$ cat config.mk
export PLATFORM = sky130hd
export DESIGN_NAME = lsu_mem_adapter
export DESIGN_NICKNAME = d
export VERILOG_FILES = /design/src/rtl/lsu_mem_adapter.sv
export SDC_FILE = /design/constraint.sdc
export NUM_CORES = 1
export LEC_CHECK = 0
export BUFFER_PORTS_ARGS = -buffer_cell sky130_fd_sc_hd__buf_4
export CELL_PAD_IN_SITES_DETAIL_PLACEMENT = 1
export CELL_PAD_IN_SITES_GLOBAL_PLACEMENT = 1
export CORE_MARGIN = 5
export CORE_UTILIZATION = 36
export DETAILED_ROUTE_END_ITERATION = 12
export PLACE_DENSITY = 0.89
export REMOVE_ABC_BUFFERS = 1
export SLEW_MARGIN = 20
export SYNTH_ARGS = -nofsm -noshare
export SYNTH_HDL_FRONTEND = slang
export SYNTH_SLANG_ARGS = --single-unit
$ cat constraint.sdc
create_clock -name clock -period 3.2 [get_ports clock]
set_input_delay 0.16 -clock clock [delete_from_list [all_inputs] [get_ports clock]]
set_output_delay 0.16 -clock clock [all_outputs]
set_load 0.01 [all_outputs]
$ cat src/rtl/lsu_mem_adapter.sv
// Load/store adapter between the core's memory stage and a word-wide, negedge-clocked
// data memory. Sub-word loads are extracted and extended here; sub-word stores use read-modify-write.
module lsu_mem_adapter #(
  parameter int MEM_BITS = 10
) (
  input  logic        clock,
  input  logic        rst,
  input  logic        core_valid,
  input  logic        core_we,
  input  logic [2:0]  core_funct3,
  input  logic [31:0] core_addr,
  input  logic [31:0] core_wdata,
  output logic        core_ready,
  output logic        core_done,
  output logic        core_fault,
  output logic [31:0] core_rdata,
  output logic        mem_read_en,
  output logic        mem_write_en,
  output logic [31:0] mem_addr,
  output logic [31:0] mem_wdata,
  input  logic [31:0] mem_rdata
);

  typedef enum logic [2:0] {
    S_IDLE,
    S_RD,
    S_WR,
    S_RMW_RD,
    S_RMW_WR,
    S_DONE
  } state_e;

  state_e state_q, state_d;

  logic [MEM_BITS+1:0] addr_q;
  logic [2:0]          funct3_q;
  logic                fault_q;
  logic [31:0]         wdata_q;
  logic [31:0]         rdata_q;

  logic        req_fault;
  logic        accept;
  logic [31:0] lane;
  logic [31:0] load_ext;
  logic [31:0] merged;
  logic        unused_addr_hi;

  assign unused_addr_hi = ^core_addr[31:MEM_BITS+2];
  assign accept         = (state_q == S_IDLE) && core_valid;

  // Misaligned halfwords/words, reserved encodings and unsigned stores are rejected.
  always_comb begin
    req_fault = 1'b0;
    case (core_funct3)
      3'b000:  req_fault = 1'b0;
      3'b001:  req_fault = core_addr[0];
      3'b010:  req_fault = |core_addr[1:0];
      3'b100:  req_fault = core_we;
      3'b101:  req_fault = core_we | core_addr[0];
      default: req_fault = 1'b1;
    endcase
  end

  always_ff @(posedge clock or negedge rst) begin
    if (!rst) begin
      state_q <= S_IDLE;
    end else begin
      state_q <= state_d;
    end
  end

  always_comb begin
    state_d = state_q;
    case (state_q)
      S_IDLE: begin
        if (core_valid) begin
          if (req_fault) begin
            state_d = S_DONE;
          end else if (!core_we) begin
            state_d = S_RD;
          end else if (core_funct3 == 3'b010) begin
            state_d = S_WR;
          end else begin
            state_d = S_RMW_RD;
          end
        end
      end
      S_RD:     state_d = S_DONE;
      S_WR:     state_d = S_DONE;
      S_RMW_RD: state_d = S_RMW_WR;
      S_RMW_WR: state_d = S_DONE;
      S_DONE:   state_d = S_IDLE;
      default:  state_d = S_IDLE;
    endcase
  end

  // Load lane extraction: shift the addressed byte/half down to bit 0, then extend.
  always_comb begin
    lane     = mem_rdata >> {addr_q[1:0], 3'b000};
    load_ext = lane;
    case (funct3_q)
      3'b000:  load_ext = {{24{lane[7]}}, lane[7:0]};
      3'b001:  load_ext = {{16{lane[15]}}, lane[15:0]};
      3'b100:  load_ext = {24'h000000, lane[7:0]};
      3'b101:  load_ext = {16'h0000, lane[15:0]};
      default: load_ext = lane;
    endcase
  end

  always_comb begin
    merged = mem_rdata;
    if (funct3_q[0]) begin
      merged[{addr_q[1], 4'b0000} +: 16] = wdata_q[15:0];
    end else begin
      merged[{addr_q[1:0], 3'b000} +: 8] = wdata_q[7:0];
    end
  end

  // wdata_q carries the raw store data until RMW_RD replaces it with the merged word.
  always_ff @(posedge clock or negedge rst) begin
    if (!rst) begin
      addr_q   <= '0;
      funct3_q <= 3'b000;
      fault_q  <= 1'b0;
      wdata_q  <= '0;
      rdata_q  <= '0;
    end else begin
      if (accept) begin
        addr_q   <= core_addr[MEM_BITS+1:0];
        funct3_q <= core_funct3;
        fault_q  <= req_fault;
        wdata_q  <= core_wdata;
        if (req_fault && !core_we) begin
          rdata_q <= '0;
        end
      end
      if (state_q == S_RD) begin
        rdata_q <= load_ext;
      end
      if (state_q == S_RMW_RD) begin
        wdata_q <= merged;
      end
    end
  end

  assign core_ready   = (state_q == S_IDLE) && rst;
  assign core_done    = (state_q == S_DONE);
  assign core_fault   = (state_q == S_DONE) && fault_q;
  assign core_rdata   = rdata_q;
  assign mem_read_en  = (state_q == S_RD) || (state_q == S_RMW_RD);
  assign mem_write_en = (state_q == S_WR) || (state_q == S_RMW_WR);
  assign mem_addr     = {{(32-MEM_BITS){1'b0}}, addr_q[MEM_BITS+1:2]};
  assign mem_wdata    = wdata_q;

endmodule
# --- After elaboration in Yosys (flattened, before gate mapping) ---
# Index checks and enable logic that the tools add are counted.
classes:
  n_bitwise: 1
  add_sub_neg: 2
  shift: 5
  n_eq_ne: 13
  n_mux: 15
  n_reduce_logical: 16
op_table:
  columns: ["cell", "count"]
  rows:
  - ["$mux W32", 6]
  - ["$pmux W32 S4", 1]
  - ["$bwmux W32", 2]
  - ["$shift A16 B7 Y32 const A", 1]
  - ["$shift A8 B7 Y32 const A", 1]
  - ["$shiftx A16 B7 Y32", 1]
  - ["$shiftx A8 B7 Y32", 1]
  - ["$shr A32 B5 Y32", 1]
  - ["$eq A3 B3 Y1 const B", 6]
  - ["$neg A5 Y7", 2]
  - ["$eq A3 B1 Y1 const B", 3]
  - ["$eq A3 B2 Y1 const B", 3]
  - ["$logic_not A3 Y1", 3]
  - ["$pmux W3 S3", 1]
  - ["$mux W3", 2]
  - ["$reduce_bool A2 Y1", 3]
  - ["$pmux W1 S5", 1]
  - ["$logic_and A1 B1 Y1", 4]
  - ["$reduce_or A3 Y1", 1]
  - ["$logic_or A1 B1 Y1", 2]
  - ["$mux W2", 1]
  - ["$ne A2 B2 Y1 const B", 1]
  - ["$reduce_and A2 Y1", 1]
  - ["$reduce_or A2 Y1", 1]
  - ["other kinds (3)", 3]
totals:
  out_inout_bits: 101
  reg_bits: 83

# --- Longest topological paths before layout ---
depth:
  ltp_word: 6
  mapped_depth: 10
  ltp_nobuf: 6

# --- Worst setup path before layout ---
# Ideal clock, no wire load.
synth_timing:
  path_kind: "reg-to-reg"
  start: "register addr_q[0]"
  end: "register wdata_q[14] (netlist: mem_wdata[14])"
  path_slack_ns: 0.801
  path_buffers: 4
  setup_ns: 0.125
  path_stages_with_launch: 11
  arrival_time_ns: 2.274
  synth_period_minus_slack_ns: 2.399
  cell_sequence: "dfrtp_1 -> buf_2 -> buf_2 -> buf_2 -> inv_1 -> ha_1 -> and4b_1 -> buf_1 -> a32oi_1 -> o21ai_0 -> mux2_2"
synth_between:
  elab_chain_len: 5
  word_cells_on_any_way: 6
synth_lines:
  columns: ["item", "line", "text"]
  rows:
  - ["start, declared", "35", "logic [MEM_BITS+1:0] addr_q;"]
  - ["start signal, assigned", "129", "addr_q <= core_addr[MEM_BITS+1:0];"]
  - ["$neg A5 Y7 *", "115", "merged[{addr_q[1:0], 3'b000} +: 8] = wdata_q[7:0];"]
  - ["$shiftx A8 B7 Y32 / $shift A8 B7 Y32 (equally long branches)", "115", null]
  - ["$bwmux W32 *", "115", null]
  - ["$mux W32 *", "112", "if (funct3_q[0]) begin"]
  - ["$mux W32 *", "140", "if (state_q == S_RMW_RD) begin"]
  - ["end signal, assigned", "132", "wdata_q <= core_wdata;"]
  - ["end signal, assigned", "141", "wdata_q <= merged;"]
  - ["end, declared", "38", "logic [31:0] wdata_q;"]
# Mark *: on every way between the ends. The rest lies on a longest branch, timed or not.
# A chain may end at the register's enable or synchronous reset.

# --- Worst setup path after layout ---
layout_timing:
  start: "register state_q[0]"
  end: "register rdata_q[28] (netlist: core_rdata[28])"
layout_between:
  elab_chain_len: 4
  word_cells_on_any_way: 7
layout_lines:
  columns: ["item", "line", "text"]
  rows:
  - ["start, declared", "33", "state_e state_q, state_d;"]
  - ["start signal, assigned", "68", "state_q <= state_d;"]
  - ["$logic_not A3 Y1", "49", "assign accept = (state_q == S_IDLE) && core_valid;"]
  - ["$logic_and A1 B1 Y1", "49", null]
  - ["$reduce_bool A2 Y1 (no source line)", null, null]
  - ["$reduce_and A2 Y1 (no source line)", null, null]
  - ["end signal, assigned", "138", "rdata_q <= load_ext;"]
  - ["end, declared", "39", "logic [31:0] rdata_q;"]
# Several ways; a longest one is shown, not always the timed one.

==> results.json <==
{
  "synth_top_cell_by_area": "dfrtp_1",
  "area_delta_synth_final_pct": 28.8,
  "htree_num_levels": 3,
  "cts_setup_buffers": 0,
  "fmax_mhz": 437,
  "synth_enable_flop_cells": 0,
  "synthesis.yosys.warnings": 0,
  "design.core.area_sq_mm": 0.0139,
  "totalNegativeSetupSlack_ns": 0,
  "cts_root_buffer": "clkbuf_16",
  "power.share.sequential_pct": 30.3,
  "worstHoldStart": "core_addr[10]",
  "cts_inserted_buffers": 9,
  "cellPowerDensity_mw_per_mm2": 975,
  "static-leakage-power_nw": 3.30,
  "yosys.area_share.xor_xnor_pct": 0.171,
  "cell_types_with_the_largest_area_share_after_synthesis": "dfrtp_1 (40%), mux2i_1 (11%), nand2_1 (6.9%)",
  "count_of_cell_types_in_the_netlist": 54,
  "clock_path_buffers": 2,
  "cts.sink_count": 83,
  "r2r_start": "state_q[0]$_DFFE_PN0P_",
  "startpoint_type": "flop",
  "drc": 0,
  "ys_dominant_reg_cell": "dfrtp_1",
  "first_iteration_detailed_routing_drc_count": 232,
  "criticalPathCategory": "reg -> reg",
  "grt_pass1_wl_um": 28700,
  "whs_path_depth": 3,
  "p_sw_share_pct": 41.9,
  "via_count": 4693,
  "dominant_combinational_cell_family_by_area_after_synthesis": "compound AO/OA/AOI/OAI gates",
  "power_switching_mw": 2.70,
  "detailedPlacementHpwl_um": 14200,
  "mappedNetlistArea_sq_mm": 0.00513,
  "max-cap-violations": 0,
  "worstSkewPairLatency_ns": 0.35,
  "design.portCount": 204,
  "postSynthAreaPerCell_sq_um": 9.63,
  "max_slew_margin_pct": 49.5,
  "postRouteAntennaNets": 0,
  "largest_net_degree_at_the_start_of_global_routing": 54,
  "routedWlPerCell_um": 22.1,
  "die_area_sq_mm": 0.0167,
  "wl_um": 18900,
  "detail_route.first_pass.iterations": 4,
  "cts.clk_slew.worst_paths_ns": 0.06,
  "gp_routability_congestion": 0.898,
  "intPower_mw": 3.75,
  "layout.cells.most_common_list": "buf_4 (172), nand2_1 (94), dfrtp_1 (83)",
  "worstSetupStartpoint": "state_q[0]$_DFFE_PN0P_",
  "globalRouteMet1Util_pct": 28.4,
  "globalRoute.busiestLayer": "met2",
  "power_frac_clock_pct": 16.6,
  "timing.final.crit_period_ns": 2.29,
  "grt_antenna_before_repair": 0,
  "place_area_sq_mm": 0.00631,
  "drive_above_1_share_pct": 31.1,
  "synth_fa_ha_area_share_pct": 1.41,
  "grt-ovfl-total": 0,
  "grt_util_met3_pct": 4.74,
  "synth_sequential_area_ratio_pct": 40.5,
  "setup_slack_ns": 0.914,
  "floorplan.initialDensity_pct": 36.8,
  "clock_skew_ns": 0.00711,
  "cts_tree": "done",
  "layout.nets": 777,
  "finalMaxSlewViolations": 0,
  "worst-slew-pin-transition_ns": 0.748,
  "yosys-mux-area-fraction_pct": 13.3,
  "worst-path-max-fanout": 16,
  "crit_required_ns": 3.48,
  "postLayoutCoreUtil_pct": 47.4,
  "num_antenna_cells": 0,
  "min_period_over_period_pct": 71.4,
  "grt_util_all_layers_pct": 22.3,
  "place.port_buffers": 161,
  "run_status": "complete, no violations",
  "cp.arrival_ns": 2.57,
  "synth-simple-area-share_pct": 15.4,
  "critPathCaptureType": "flop",
  "final_hold_viol_count": 0,
  "grt_pass1_vias": 5043,
  "num_rows": 43,
  "vdd_drop_max_uv": 350,
  "placement.setup.worst_slack_ns": 0.920,
  "chipHeight_um": 129,
  "rsz0062_at_grt": "false",
  "post_synthesis_async_set_or_reset_flop_share_pct": 100,
  "final_cell_area_sq_mm": 0.00661,
  "synth_top_area_share_pct": 40.5,
  "viasPerCell": 5.50,
  "syn-instance-count": 533,
  "use_met2_pct": 36.3,
  "most_frequent_standard_cell_in_the_layout_excluding_fill_and_tap_cells": "buf_4",
  "synth.ff_latch_count": 83,
  "fin_hold_ws_ns": 0.0116,
  "worstRegToRegCells": 4,
  "setup_viol": 0,
  "compound_gate_portion_of_the_synthesized_area_pct": 19.5,
  "worst_hold_path_type": "in -> reg",
  "die_width_um": 129,
  "p_comb_share_pct": 53.1
}
-- final cells by class --
cell class              instances  area, sq um
clock inverters                 2         35.0
fillers                      1611         7320
flip-flops and latches         83         2080
repair buffers                173         1300
well taps                     180          225
multi-input cells             383         2640
clock buffers                  13          260
inverters                      19         71.3
-- per-stage QoR --
| step | power, mW | instances |
|---|---|---|
| CTS | 6.50 | 853 |
| global route | 6.85 | 853 |
| floorplan | 3.79 | 485 |
| global placement | 5.20 | 837 |
| finish | 6.44 | 853 |
| detailed placement | 5.39 | 837 |
-- final timing paths --
| path | end | slack, ns |
|---|---|---|
| max reg2reg | core_rdata[28]$_DFFE_PN0P_ | 0.91 |
| min reg2reg | addr_q[4]$_DFFE_PN0P_ | 0.48 |
| max | core_rdata[28]$_DFFE_PN0P_ | 0.91 |
| min | addr_q[10]$_DFFE_PN0P_ | 0.01 |
| max in group asynchronous | mem_wdata[12]$_DFFE_PN0P_ | 1.87 |
| min in group asynchronous | mem_wdata[19]$_DFFE_PN0P_ | 0.38 |
-- routing by layer --
metal | vias to the layer above | routed length [um]
met2 | 188 | 9190
met3 | 35 | 1580
met5 | - | 0
li1 | 2125 | -
met4 | 0 | 532
met1 | 2345 | 7580
-- power groups by stage --
| stage | Combinational (mW) | Clock (mW) | Sequential [mW] |
|---|---|---|---|
| 5_1_grt | 3.70 | 1.13 | 2.02 |
| 3_5_place_dp | 3.42 | 0 | 1.97 |
| 3_3_place_gp | 3.28 | 0 | 1.92 |
| 6_report | 3.42 | 1.07 | 1.95 |
| 4_1_cts | 3.45 | 1.09 | 1.96 |
| 2_1_floorplan | 1.58 | 0 | 2.22 |
-- registers in the layout, summed over array words and instances (netlist names) --
signal and flops:
mem_wdata 32, addr_q 12, funct3_q 3, state_q 3
core_rdata 32, fault_q 1
-- worst max-delay path, stage by stage, from the launching register on --
cell      delay, ns
dfrtp_1        0.57
nor3b_4        0.57
o211ai_1       0.24
a211oi_4       0.62
a221o_1        0.22
-- Yosys cell counts, drive strengths merged, types with 5 or more instances --
cell	instances
o21ai	29
o2111ai	7
ha	5
and3	9
clkbuf	17
o32ai	8
nor2	14
mux2i	56
o211ai	9
a32o	7
a22oi	8
o2bb2ai	14
a221o	9
and2	5
a32oi	8
a211o	8
nand2	94
a21oi	10
nor2b	20
dfrtp	83
mux2	9
inv	19
buf	52
-- kinds of logic after synthesis --
kind of cell,Yosys count
compound gates,128
flops,83
buf+inv,88
fa+ha+maj,6
simple gates,160
mux,66
other cells,1
xor+xnor,1
-- timing repair --
item	CTS	global route
hold buffers	1	0
resized for setup	0	0
endpoints found under the setup margin	0	0
endpoints found under the hold margin	51	0
Note: power is estimated with default switching activity, not from simulation.
